--- src/rtl/bram_port_arbiter_pkg.sv ---
`default_nettype none
// ============================================================================
//  Module      : bram_port_arbiter_pkg
//  Description : Shared BRAM geometry, arbiter state record and reset value
//                for the two-requester BRAM port A arbiter.
//  Revision    : 1.0 - initial release
// ============================================================================
package bram_port_arbiter_pkg;

    localparam int c_ADDR_W     = 10;
    localparam int c_DATA_W     = 16;
    localparam int c_BRAM_DEPTH = 1024;
    localparam int c_RD_LAT     = 1;
    localparam int c_MAX_LOCK   = 8;

    // Lock counter width; wide enough for any practical MAX_LOCK setting.
    localparam int c_LOCK_CNT_W = 8;

    // Requester identities: 0 is the control FSM, 1 is the display/debug scanner.
    typedef enum logic {
        REQ_FSM  = 1'b0,
        REQ_SCAN = 1'b1
    } req_id_t;

    // Registered arbitration state.
    typedef struct packed {
        req_id_t                 last_gnt;
        logic                    lock_vld;
        req_id_t                 lock_owner;
        logic [c_LOCK_CNT_W-1:0] lock_cnt;
    } arb_state_t;

    // last_gnt starts at 1 so requester 0 wins the first tie.
    localparam arb_state_t c_ARB_RESET = '{
        last_gnt:   REQ_SCAN,
        lock_vld:   1'b0,
        lock_owner: REQ_FSM,
        lock_cnt:   '0
    };

endpackage
`default_nettype wire

--- src/rtl/bram_port_arbiter_rr_arb2.sv ---
`default_nettype none
// ============================================================================
//  Module      : rr_arb2
//  Description : Two-way round-robin arbiter with burst lock and a lock-length
//                cap. Purely combinational: produces a one-hot grant and the
//                next arbitration state from requests, locks and current state.
//  Revision    : 1.0 - initial release
// ============================================================================
module rr_arb2
    import bram_port_arbiter_pkg::*;
#(
    parameter int MAX_LOCK = c_MAX_LOCK
) (
    input  logic [1:0] i_req,
    input  logic [1:0] i_lock,
    input  arb_state_t i_state,
    output logic [1:0] o_gnt,
    output arb_state_t o_next
);

    localparam logic [c_LOCK_CNT_W-1:0] c_CAP = c_LOCK_CNT_W'(MAX_LOCK);

    logic                    w_owner_req;
    logic                    w_locked;
    logic                    w_cap_hit;
    logic                    w_xfer;
    logic                    w_other_wait;
    logic                    w_same_owner;
    req_id_t                 w_win;
    logic [c_LOCK_CNT_W-1:0] w_cnt_base;

    // Pick the winner, then derive last_gnt / lock owner / lock count updates.
    always_comb begin
        w_owner_req  = i_state.lock_vld & i_req[i_state.lock_owner];
        w_locked     = w_owner_req & (i_state.lock_cnt < c_CAP);
        // Owner still asking but has used its whole burst: ignore the lock once.
        w_cap_hit    = w_owner_req & ~w_locked;

        w_win = REQ_FSM;
        if (w_locked) begin
            w_win = i_state.lock_owner;
        end else if (i_req[0] & i_req[1]) begin
            w_win = (i_state.last_gnt == REQ_FSM) ? REQ_SCAN : REQ_FSM;
        end else if (i_req[1]) begin
            w_win = REQ_SCAN;
        end

        w_xfer       = |i_req;
        o_gnt        = w_xfer ? ((w_win == REQ_SCAN) ? 2'b10 : 2'b01) : 2'b00;
        w_other_wait = (w_win == REQ_FSM) ? i_req[1] : i_req[0];
        w_same_owner = i_state.lock_vld & (i_state.lock_owner == w_win);
        w_cnt_base   = w_same_owner ? i_state.lock_cnt : '0;

        o_next = i_state;
        if (w_xfer) begin
            o_next.last_gnt = w_win;
            if (i_lock[w_win]) begin
                o_next.lock_vld   = 1'b1;
                o_next.lock_owner = w_win;
                // Count only grants that made the other side wait.
                o_next.lock_cnt   = w_cap_hit ? '0
                                  : w_cnt_base + {{(c_LOCK_CNT_W-1){1'b0}}, w_other_wait};
            end else begin
                o_next.lock_vld   = 1'b0;
                o_next.lock_owner = REQ_FSM;
                o_next.lock_cnt   = '0;
            end
        end else if (i_state.lock_vld & ~w_owner_req) begin
            // Owner let go of its request: the lock is gone.
            o_next.lock_vld = 1'b0;
            o_next.lock_cnt = '0;
        end
    end

endmodule
`default_nettype wire

--- src/rtl/bram_port_arbiter.sv ---
`default_nettype none
// ============================================================================
//  Module      : bram_port_arbiter
//  Description : Shares BRAM port A between the control FSM (requester 0) and
//                the display/debug scanner (requester 1). Muxes the granted
//                requester onto the port, holds address/data while idle and
//                routes read data back through a tag pipeline.
//  Revision    : 1.0 - initial release
// ============================================================================
module bram_port_arbiter
    import bram_port_arbiter_pkg::*;
#(
    parameter int ADDR_W   = c_ADDR_W,
    parameter int DATA_W   = c_DATA_W,
    parameter int RD_LAT   = c_RD_LAT,
    parameter int MAX_LOCK = c_MAX_LOCK
) (
    input  logic              clk,
    input  logic              rst,
    input  logic              req0,
    input  logic              req1,
    input  logic              we0,
    input  logic              we1,
    input  logic              lock0,
    input  logic              lock1,
    input  logic [ADDR_W-1:0] addr0,
    input  logic [ADDR_W-1:0] addr1,
    input  logic [DATA_W-1:0] wdata0,
    input  logic [DATA_W-1:0] wdata1,
    output logic              gnt0,
    output logic              gnt1,
    output logic              rvalid0,
    output logic              rvalid1,
    output logic [DATA_W-1:0] rdata,
    output logic [ADDR_W-1:0] addr_a,
    output logic [DATA_W-1:0] data_a,
    output logic              we_a,
    input  logic [DATA_W-1:0] q_a
);

    arb_state_t        r_state;
    arb_state_t        w_next;
    logic [1:0]        w_req;
    logic [1:0]        w_gnt;
    logic              w_xfer;
    logic              w_sel;
    logic [ADDR_W-1:0] w_mux_addr;
    logic [DATA_W-1:0] w_mux_data;
    logic              w_mux_we;
    logic [ADDR_W-1:0] r_addr_hold;
    logic [DATA_W-1:0] r_data_hold;
    logic [RD_LAT-1:0] r_tag_vld;
    logic [RD_LAT-1:0] r_tag_id;

    // Requests are masked during reset so no grant can escape.
    assign w_req = {req1, req0} & {2{~rst}};

    rr_arb2 #(
        .MAX_LOCK (MAX_LOCK)
    ) u_arb (
        .i_req   (w_req),
        .i_lock  ({lock1, lock0}),
        .i_state (r_state),
        .o_gnt   (w_gnt),
        .o_next  (w_next)
    );

    assign gnt0       = w_gnt[0];
    assign gnt1       = w_gnt[1];
    assign w_xfer     = |w_gnt;
    assign w_sel      = w_gnt[1];
    assign w_mux_addr = w_sel ? addr1  : addr0;
    assign w_mux_data = w_sel ? wdata1 : wdata0;
    assign w_mux_we   = w_sel ? we1    : we0;

    // Granted: pure mux of the requester. Idle: last driven values, no write.
    assign addr_a = w_xfer ? w_mux_addr : r_addr_hold;
    assign data_a = w_xfer ? w_mux_data : r_data_hold;
    assign we_a   = w_xfer & w_mux_we;

    // Arbitration state register.
    always_ff @(posedge clk) begin
        if (rst) begin
            r_state <= c_ARB_RESET;
        end else begin
            r_state <= w_next;
        end
    end

    // Capture the port address/data on every transfer for the idle hold.
    always_ff @(posedge clk) begin
        if (rst) begin
            r_addr_hold <= '0;
            r_data_hold <= '0;
        end else if (w_xfer) begin
            r_addr_hold <= w_mux_addr;
            r_data_hold <= w_mux_data;
        end
    end

    // Read-tag pipeline matching the BRAM read latency.
    always_ff @(posedge clk) begin
        if (rst) begin
            r_tag_vld <= '0;
            r_tag_id  <= '0;
        end else begin
            r_tag_vld[0] <= w_xfer & ~w_mux_we;
            r_tag_id[0]  <= w_sel;
            for (int i = 1; i < RD_LAT; i++) begin
                r_tag_vld[i] <= r_tag_vld[i-1];
                r_tag_id[i]  <= r_tag_id[i-1];
            end
        end
    end

    // A read in flight when reset arrives must not report data.
    assign rvalid0 = ~rst & r_tag_vld[RD_LAT-1] & ~r_tag_id[RD_LAT-1];
    assign rvalid1 = ~rst & r_tag_vld[RD_LAT-1] &  r_tag_id[RD_LAT-1];
    assign rdata   = q_a;

endmodule
`default_nettype wire

--- config.mk ---
export PLATFORM = sky130hd
export DESIGN_NAME = bram_port_arbiter
export DESIGN_NICKNAME = d
export VERILOG_FILES = /design/src/rtl/bram_port_arbiter_pkg.sv /design/src/rtl/bram_port_arbiter_rr_arb2.sv /design/src/rtl/bram_port_arbiter.sv
export SDC_FILE = /design/constraint.sdc
export NUM_CORES = 1
export LEC_CHECK = 0
export BUFFER_PORTS_ARGS = -buffer_cell sky130_fd_sc_hd__buf_2
export CAP_MARGIN = 0
export CORE_MARGIN = 1.5
export CORE_UTILIZATION = 42
export CTS_CLUSTER_SIZE = 14
export DETAILED_ROUTE_END_ITERATION = 10
export PLACE_DENSITY = 0.8
export SLEW_MARGIN = 20
export SYNTH_ARGS = -nofsm -noshare
export SYNTH_HDL_FRONTEND = slang
export SYNTH_SLANG_ARGS = --single-unit
--- constraint.sdc ---
create_clock -name clk -period 2.86 [get_ports clk]
set_clock_uncertainty 0.2 [all_clocks]
set_input_delay 0.143 -clock clk [delete_from_list [all_inputs] [get_ports clk]]
set_output_delay 0.143 -clock clk [all_outputs]
set_load 0.1 [all_outputs]
==> results of run 1 <==
## through the flow
step | instances | TNS [ns] | hold WS, ns
after CTS | 396 | -0.01415 | 0.004229
after global routing | 419 | -6.120 | 0.01221
after global placement | 328 | 0 | 0.08674
after floorplan | 209 | 0 | 0.06869
final | 419 | -4.930 | 0.01212
after detailed placement | 328 | 0 | 0.08674
## registers in the layout, summed over array words and instances (netlist names)
signal	count
r_addr_hold	10
r_data_hold	16
r_state	11
r_tag_id	1
r_tag_vld	1
## where the power goes
group	internal [mW]	switching, mW
Sequential	0.574	0.0203
Combinational	0.384	0.604
Clock	0.190	0.226
## final cells by class
| cell class | count | area, sq um |
|---|---|---|
| Fill cell | 152 | 658.1 |
| Tap cell | 52 | 65.06 |
| Multi-Input combinational cell | 115 | 920.9 |
| Clock buffer | 6 | 82.58 |
| Inverter | 29 | 118.9 |
| Sequential cell | 39 | 783.3 |
| Clock inverter | 1 | 5.005 |
| Timing Repair Buffer | 177 | 1720 |
## cells in the mapped netlist, types with 2 or more instances
cell      number
mux2_2         2
buf_2          4
and2_1         6
mux2i_1        2
nor2_1        29
o31ai_1        2
inv_1         29
a211oi_1       2
nor2b_1        7
nand2b_1       3
a22o_1         2
nor3_1         2
ha_1           2
mux2i_2        2
buf_4         16
nand2_1        6
clkbuf_1       6
a222oi_1      26
dfxtp_1       39
buf_6          3
a32o_1         3
## per-layer routing
layer | GRT usage (%) | wire length (microns) | vias to the layer above
li1 | - | - | 1056
met1 | 43.63 | 4033 | 1318
met2 | 61.22 | 5133 | 427
met3 | 15.44 | 2029 | 130
met4 | 24.15 | 1192 | 0
met5 | 0 | 0 | -
## cell usage in the layout, fill, tap and decap left out, drive strengths merged, types with 4 or more instances in the layout
cell type | synthesis | layout
and2 | 6 | 6
clkbuf | 6 | 7
nand2 | 6 | 6
buf | 23 | 125
nor2b | 7 | 7
inv | 29 | 29
mux2 | 2 | 5
dlymetal6s4s | 0 | 20
nor2 | 29 | 29
mux2i | 4 | 4
dfxtp | 39 | 39
dlygate4sd3 | 0 | 31
a222oi | 26 | 26
## how the worst min path moves through the flow
stage | from | end | slack, ns | cells after the start
finish | we0 | r_tag_vld | 0.01 | 3
global route | we0 | r_tag_vld | 0.01 | 3
CTS | we0 | r_tag_vld | 0.004 | 3
detailed placement | q_a[14] | rdata[14] | 0.09 | 0
global placement | q_a[14] | rdata[14] | 0.09 | 0
floorplan | lock1 | r_state[9] | 0.07 | 1
## critical path, delay by kind of cell (launching register included)
family          cells  cell delay (ns)
mux                 1             0.38
simple gates        2             0.50
compound gates      1             0.50
buf+inv             3             0.63
flops               1             0.51
## cell families after synthesis
kind of cell | synth area share [%]
muxes | 3.665
AOI/OAI and AO/OA | 21.20
and+or+nand+nor | 17.02
DFF | 40.84
buffers and inverters | 15.97
adders and majority gates | 1.309
## what timing repair did
action,in CTS,in global routing
hold endpoints to repair,26,1
setup buffers,10,18
pin swaps,3,19
setup endpoints to repair,27,49
hold buffers,50,1
cloned,1,4
resized for setup,4,40
==> flow_metrics.env, run 1 <==
export IMPL_synth_area_leaders="dfxtp_1, a222oi_1, buf_4, inv_1, nor2_1"
export IMPL_hold_viol=0
export IMPL_drt_total_wl_microns=12390
export IMPL_gp_congestion=0.8745
export IMPL_drc_errors=0
export IMPL_dr_first_iter_drc_count=826
export IMPL_cpPeakStageDelay_ns=0.51
export IMPL_cts_tree="yes"
export IMPL_grt_antenna_before_repair=0
export IMPL_dr_pass1_iters=10
export IMPL_worstSetupEndpointType="output port"
export IMPL_irDropWorstVdd_v=0.0004428
export IMPL_dieArea_sq_mm=0.004966
export IMPL_grt_pass1_vias=2679
export IMPL_grt_max_degree=35
export IMPL_yosysSeqAreaShare_pct=40.84
export IMPL_core_rowCount=24
export IMPL_synth_seq_cells=39
export IMPL_cap_violations=0
export IMPL_hpwl_microns=3851
export IMPL_cts_sinks=39
export IMPL_utilization_pct=84.89
export IMPL_min_period_ns=3.190
export IMPL_postRouteAntennaNets=0
export IMPL_synthToLayoutAreaGrowth_pct=93.32
export IMPL_final_nets=445
export IMPL_netlist_cell_type_count=37
export IMPL_synth_cells=209
export IMPL_clk_latency_ns=0.32
export IMPL_drive_above_1_share_pct=43.87
export IMPL_cp_startpoint="r_state[9]"
export IMPL_slowest_stage="dfxtp_1"
export IMPL_synth_avg_cell_area_sq_um=9.148
export IMPL_fin_ws_ns=-0.3296
export IMPL_total_power_mw=1.998
export IMPL_synth_top_cell_area_share_pct=40.84
export IMPL_clk_pin_slew_ns=0.08
export IMPL_path_cells="nand2b_4 -> nor4b_4 -> buf_4 -> mux2_4 -> a222oi_1 -> inv_1 -> buf_12"
export IMPL_slew_viol_final=0
export IMPL_yosys_area_top_type="dfxtp_1"
export IMPL_setup_violations_final=28
export IMPL_die_y_microns=70.47
export IMPL_cp_arrival_ns=2.85
export IMPL_worst_pin_slew_ns=0.9109
export IMPL_crit_type="reg -> out"
export IMPL_crit_end="data_a[4]"
export IMPL_max_freq_mhz=313.5
export IMPL_grt_pass1_wl_microns=14500
export IMPL_fin_area_sq_mm=0.003696
export IMPL_status="finished, violations left"
export IMPL_synthFlopType="dfxtp_1"
export IMPL_start_util_pct=43.91
export IMPL_failed_checks="setup timing"
export IMPL_placed_area_sq_mm=0.002723
export IMPL_cts_root_buf="clkbuf_8"
export IMPL_r2r_end="r_state[2]"
export IMPL_critical_path_required_ns=2.52
export IMPL_netlist_area_sq_mm=0.001912
export IMPL_viasPerCell=6.995
export IMPL_yosysWarnings=0
export IMPL_async_reset_ff_share_pct=0
export IMPL_pre_cts_slack_ns=0.1144
export IMPL_cts_buffers=5
export IMPL_portBuffers=90
export IMPL_worstRegToRegCells=11
export IMPL_powerDensity_mw_per_mm2=540.5
export IMPL_power_leakage_nw=1.841
export IMPL_hp_class="in -> reg"
export IMPL_ff2ff_setup_slack_ns=-0.21
export IMPL_slew_headroom_pct=38.71
export IMPL_grt_ovfl_total=0
export IMPL_wl_per_cell_microns=29.57
export IMPL_reg2reg_from="r_state[10]"
export IMPL_start_kind="flip-flop"
export IMPL_post_route_period_util_pct=111.5
export IMPL_crit_path_max_fanout=8
export IMPL_die_w_microns=70.47
export IMPL_io_pins=123
export IMPL_clock_path_buffers=2
export IMPL_cts_htree_levels=2
export IMPL_grt_total_usage_pct=38.87
export IMPL_coreArea_sq_mm=0.004354
export IMPL_rsz0062_at_grt="yes"
export IMPL_vias=2931
export IMPL_synth_edf_count=0
export IMPL_diodes=0
export IMPL_syn_num_nets=287
(Power assumes the default switching activity.)
==> run 2, diff against run 1 <==
--- a/config.mk
+++ b/config.mk
@@ -8,10 +8,10 @@
 export BUFFER_PORTS_ARGS = -buffer_cell sky130_fd_sc_hd__buf_2
 export CAP_MARGIN = 0
 export CORE_MARGIN = 1.5
-export CORE_UTILIZATION = 42
+export CORE_UTILIZATION = 45
 export CTS_CLUSTER_SIZE = 14
 export DETAILED_ROUTE_END_ITERATION = 10
-export PLACE_DENSITY = 0.8
+export PLACE_DENSITY = 0.84
 export SLEW_MARGIN = 20
 export SYNTH_ARGS = -nofsm -noshare
 export SYNTH_HDL_FRONTEND = slang
==> constraint.sdc (replaced) <==
create_clock -name clk -period 4 [get_ports clk]
set_clock_uncertainty 0.2 [all_clocks]
set_input_delay 0.2 -clock clk [delete_from_list [all_inputs] [get_ports clk]]
set_output_delay 0.2 -clock clk [all_outputs]
set_load 0.1 [all_outputs]
==> flow_metrics.env, run 2 (synthesis results as in run 1) <==
export IMPL_status="finished, violations left"
export IMPL_failed_checks="hold timing"
export IMPL_rsz0062_at_grt="no"
export IMPL_largest_reg_flops=16
export IMPL_max_freq_mhz=302.3
export IMPL_dr_pass1_iters=8
export IMPL_grt_pass1_wl_microns=8742
export IMPL_final_cell_mix="buf_2, dlygate4sd3_1, dfxtp_1"
export IMPL_hpwl_microns=3219
export IMPL_core_rowCount=23
export IMPL_clk_latency_ns=0.29
export IMPL_postRouteAntennaNets=0
export IMPL_clk_pin_slew_ns=0.08
export IMPL_dieArea_sq_mm=0.004649
export IMPL_die_y_microns=68.18
export IMPL_hold_ws_ns=-0.001857
export IMPL_pre_cts_slack_ns=0.8053
export IMPL_slowest_stage="mux2i_2"
export IMPL_cts_tree="yes"
export IMPL_start_kind="flip-flop"
export IMPL_diodes=0
export IMPL_fillers=302
export IMPL_cts_resized=0
export IMPL_cpPeakStageDelay_ns=0.54
export IMPL_fin_area_sq_mm=0.002750
export IMPL_cts_buffers=5
export IMPL_die_w_microns=68.18
export IMPL_cts_root_buf="clkbuf_8"
export IMPL_portBuffers=90
export IMPL_netSwitchingPower_mw=0.4856
export IMPL_p_int_mw=0.7118
export IMPL_crit_type="reg -> out"
export IMPL_hold_viol=2
export IMPL_grt_pass1_vias=1931
export IMPL_cts_sinks=39
export IMPL_final_nets=396
export IMPL_drc_errors=0
export IMPL_fin_setup_tns_ns=0
export IMPL_drt_total_wl_microns=5743
export IMPL_viasPerCell=5.526
export IMPL_setup_violations_final=0
export IMPL_worst_pin_slew_ns=0.6467
export IMPL_path_cells="mux2i_2 -> nor4b_4 -> mux2i_2 -> buf_4 -> a222oi_1 -> inv_1 -> buf_2"
export IMPL_powerDensity_mw_per_mm2=435.4
export IMPL_placed_area_sq_mm=0.002247
export IMPL_hold_path_depth=3
export IMPL_critical_path_required_ns=3.60
export IMPL_ff2ff_setup_slack_ns=0.89
export IMPL_slew_headroom_pct=56.49
export IMPL_drive_above_1_share_pct=33.86
export IMPL_power_leakage_nw=1.412
export IMPL_reg_top3="r_data_hold (16), r_state (11), r_addr_hold (10)"
export IMPL_grt_antenna_before_repair=0
export IMPL_cap_violations=0
export IMPL_layout_commonest_cell="buf_2"
export IMPL_pwr_share_comb_pct=37.6
export IMPL_irDropWorstVdd_v=0.0002784
export IMPL_grt_total_usage_pct=25.60
export IMPL_vias=2039
export IMPL_fin_ws_ns=0.6919
export IMPL_coreArea_sq_mm=0.004029
export IMPL_wl_per_cell_microns=15.56
export IMPL_clockPowerShare_pct=27.3
export IMPL_gp_congestion=0.9010
export IMPL_top_register="r_data_hold"
export IMPL_min_period_ns=3.308
export IMPL_sw_frac_of_total_pct=40.56
export IMPL_post_route_period_util_pct=82.70
export IMPL_io_pins=123
export IMPL_grt_max_degree=37
export IMPL_synthToLayoutAreaGrowth_pct=43.85
export IMPL_power_share_sequential_pct=35.1
export IMPL_worstSetupEndpointType="output port"
export IMPL_dr_first_iter_drc_count=222
export IMPL_cts_htree_levels=2
export IMPL_grt_ovfl_total=0
export IMPL_critPathMostFrequentCell="mux2i_2"
export IMPL_clock_path_buffers=2
export IMPL_slew_viol_final=0
export IMPL_start_util_pct=47.45
export IMPL_worstRegToRegCells=6
export IMPL_cp_arrival_ns=2.91
export IMPL_crit_path_max_fanout=20
export IMPL_hp_class="in -> reg"
[run 2: timing repair]
item | 4_1_cts | 5_1_grt
hold endpoints to repair | 23 | 2
hold buffers | 37 | 2
buffers inserted | 0 | 0
[run 2: layout make-up]
class	instances	area (sq um)	area share, %
inverters	29	108.9	3.958
clock buffers	5	68.82	2.502
repair buffers	131	855.8	31.12
clock inverters	3	43.79	1.592
flip-flops and latches	39	780.7	28.39
well taps	50	62.56	2.275
multi-input cells	112	829.5	30.16
[run 2: stage by stage]
step | utilization (%) | cells | power [mW] | hold slack [ns]
after global placement | 55.78 | 322 | 0.8261 | 0.2007
after CTS | 67.76 | 367 | 1.188 | 0.001079
final | 68.26 | 369 | 1.197 | -0.001857
after detailed placement | 55.78 | 322 | 0.8277 | 0.2007
after floorplan | - | 209 | 0.8287 | 0.1257
after global routing | 68.26 | 369 | 1.243 | 0.001679
[run 2: critical path: cells and delay by family (launching register included)]
kind                   cells  cell delay, ns
muxes                      2            0.71
DFF                        1            0.52
AOI/OAI and AO/OA          1            0.17
buffers and inverters      3            0.88
and+or+nand+nor            1            0.33
[run 2: layer usage]
metal  vias to the layer above  wire [microns]  GRT usage [%]
li1                        956               -              -
met1                       947            2140          28.72
met2                       118            2896          44.05
met3                        18             555          6.743
met4                         0             150          13.75
met5                         -               0              0
[run 2: worst paths after layout]
check | to | from
hold / removal | r_data_hold[3] | wdata0[3]
setup / recovery | addr_a[2] | r_state[8]
setup reg to reg | r_data_hold[12] | r_state[8]
hold reg to reg | r_state[10] | r_state[10]
[run 2: power by group through the flow]
stage                     logic, mW  registers [mW]  clock network (mW)
after CTS                     0.440           0.420               0.329
after global routing          0.471           0.422               0.349
final                         0.450           0.420               0.327
after detailed placement      0.400           0.427                   0
after floorplan               0.405           0.424                   0
after global placement        0.398           0.428                   0
==> run 3, diff against run 2 <==
--- a/config.mk
+++ b/config.mk
@@ -8,10 +8,10 @@
 export BUFFER_PORTS_ARGS = -buffer_cell sky130_fd_sc_hd__buf_2
 export CAP_MARGIN = 0
 export CORE_MARGIN = 1.5
-export CORE_UTILIZATION = 45
+export CORE_UTILIZATION = 38
 export CTS_CLUSTER_SIZE = 14
 export DETAILED_ROUTE_END_ITERATION = 10
-export PLACE_DENSITY = 0.84
+export PLACE_DENSITY = 0.76
 export SLEW_MARGIN = 20
 export SYNTH_ARGS = -nofsm -noshare
 export SYNTH_HDL_FRONTEND = slang
==> constraint.sdc (replaced) <==
create_clock -name clk -period 2.8 [get_ports clk]
set_clock_uncertainty 0.2 [all_clocks]
set_input_delay 0.14 -clock clk [delete_from_list [all_inputs] [get_ports clk]]
set_output_delay 0.14 -clock clk [all_outputs]
set_load 0.1 [all_outputs]
==> flow_metrics.env, run 3 (synthesis results as in run 1) <==
export IMPL_power_leakage_nw=1.845
export IMPL_top_register="r_data_hold"
export IMPL_fin_area_sq_mm=0.003761
export IMPL_hpwl_microns=3972
export IMPL_slowest_stage="a222oi_1"
export IMPL_final_cell_mix="buf_2, buf_4, dfxtp_1"
export IMPL_diodes=0
export IMPL_slew_headroom_pct=44.83
export IMPL_die_w_microns=73.93
export IMPL_path_cells="nand2b_1 -> nor4b_4 -> buf_4 -> mux2_4 -> a222oi_1 -> inv_1 -> buf_12"
export IMPL_layout_commonest_cell="buf_2"
export IMPL_drt_total_wl_microns=10650
export IMPL_cts_htree_levels=2
export IMPL_hp_class="in -> reg"
export IMPL_cts_root_buf="clkbuf_8"
export IMPL_multi_input_area_sq_um=929.6
export IMPL_synthToLayoutAreaGrowth_pct=96.73
export IMPL_clk_pin_slew_ns=0.09
export IMPL_grt_max_degree=29
export IMPL_grt_pass1_wl_microns=12700
export IMPL_drc_errors=0
export IMPL_gp_congestion=0.8531
export IMPL_viasPerCell=6.119
export IMPL_postRouteAntennaNets=0
export IMPL_total_power_mw=2.051
export IMPL_setup_violations_final=30
export IMPL_start_util_pct=39.95
export IMPL_rsz0062_at_grt="yes"
export IMPL_start_kind="flip-flop"
export IMPL_regArea_sq_um=787.0
export IMPL_reg_top3="r_data_hold (16), r_state (11), r_addr_hold (10)"
export IMPL_critical_path_required_ns=2.46
export IMPL_cpPeakStageDelay_ns=0.49
export IMPL_clk_latency_ns=0.30
export IMPL_drive_above_1_share_pct=46.88
export IMPL_status="finished, violations left"
export IMPL_cp_arrival_ns=2.73
export IMPL_grt_ovfl_total=0
export IMPL_placed_area_sq_mm=0.002746
export IMPL_fillers=219
export IMPL_coreArea_sq_mm=0.004786
export IMPL_worstSetupEndpointType="output port"
export IMPL_final_nets=446
export IMPL_dr_pass1_iters=8
export IMPL_cts_sinks=39
export IMPL_grt_antenna_before_repair=0
export IMPL_portBuffers=90
export IMPL_utilization_pct=78.59
export IMPL_largest_reg_flops=16
export IMPL_crit_path_max_fanout=6
export IMPL_core_rowCount=25
export IMPL_dieArea_sq_mm=0.005466
export IMPL_slew_viol_final=0
export IMPL_wl_per_cell_microns=24.44
export IMPL_cts_buffers=5
export IMPL_clock_path_buffers=2
export IMPL_vias=2668
export IMPL_max_freq_mhz=325.4
export IMPL_fin_setup_tns_ns=-4.342
export IMPL_cts_tree="yes"
export IMPL_min_period_ns=3.073
export IMPL_worst_pin_slew_ns=0.8200
export IMPL_die_y_microns=73.93
export IMPL_cap_violations=0
export IMPL_dr_first_iter_drc_count=477
export IMPL_grt_total_usage_pct=31.78
export IMPL_post_route_period_util_pct=109.8
export IMPL_irDropWorstVdd_v=0.0003785
export IMPL_fin_ws_ns=-0.2734
export IMPL_grt_pass1_vias=2497
export IMPL_crit_type="reg -> out"
export IMPL_io_pins=123
export IMPL_failed_checks="setup timing"
export IMPL_powerDensity_mw_per_mm2=545.3
export IMPL_hold_viol=0
-- run 3: changes by cell type in the layout (fill, tap and decap cells not counted), moves of 3 or more --
cell            previous run  this run
buf_12                     0        30
buf_2                     90        61
buf_4                      2        41
dfxtp_1                   39        36
dlygate4sd3_1             39        28
dlymetal6s4s_1             0        15
inv_1                     29        20
inv_2                      0         5
inv_4                      0         4
mux2_4                     0         4
nor2_1                    29        25
-- run 3: worst max-delay path: cells and delay by family, from the launching register on --
family                 cells  cell delay (ns)
DFF                        1             0.42
and+or+nand+nor            2             0.57
buffers and inverters      3             0.59
muxes                      1             0.37
AOI/OAI and AO/OA          1             0.49
-- run 3: final cells by class --
class,instances,area share (%)
timing repair buffer,178,46.34
multi-input combinational,115,24.72
sequential,39,20.92
inverter,29,3.160
tap,67,2.229
clock buffer,6,2.196
clock inverter,2,0.4325
-- run 3: through the flow --
step	setup slack (ns)	instances	hold WS [ns]
final	-0.2734	436	0.04611
after global routing	-0.3192	436	0.08023
after CTS	-0.04438	425	0.03995
after detailed placement	0.1044	342	0.08068
after global placement	0.1767	342	0.08068
after floorplan	0.05052	209	0.06569
-- run 3: timing repair --
| item | CTS | global route |
|---|---|---|
| setup endpoints to repair | 27 | 49 |
| setup buffers | 29 | 19 |
| endpoints found under the hold margin | 25 | 0 |
| gates resized for setup | 5 | 33 |
| hold buffers | 43 | 0 |
| pin swaps | 8 | 22 |
| gates cloned | 3 | 2 |
-- run 3: path summary, 6_finish.rpt --
kind,startpoint,endpoint,slack (ns),depth (start not counted)
setup / recovery,r_state[9],data_a[14],-0.27,7
hold / removal,wdata1[1],r_data_hold[1],0.05,4
setup reg to reg,r_state[9],r_addr_hold[9],-0.10,7
hold reg to reg,r_state[6],r_state[6],0.30,1
-- run 3: per-layer routing --
metal	wire length [microns]	vias up	GRT usage [%]
met2	4739	299	55.06
met1	3509	1212	33.78
met4	993	0	18.72
met3	1412	94	10.03
li1	-	1063	-
met5	0	-	0
-- run 3: power by group --
part | switching (mW) | internal [mW]
combinational | 0.601 | 0.406
sequential | 0.0193 | 0.585
clock | 0.238 | 0.202
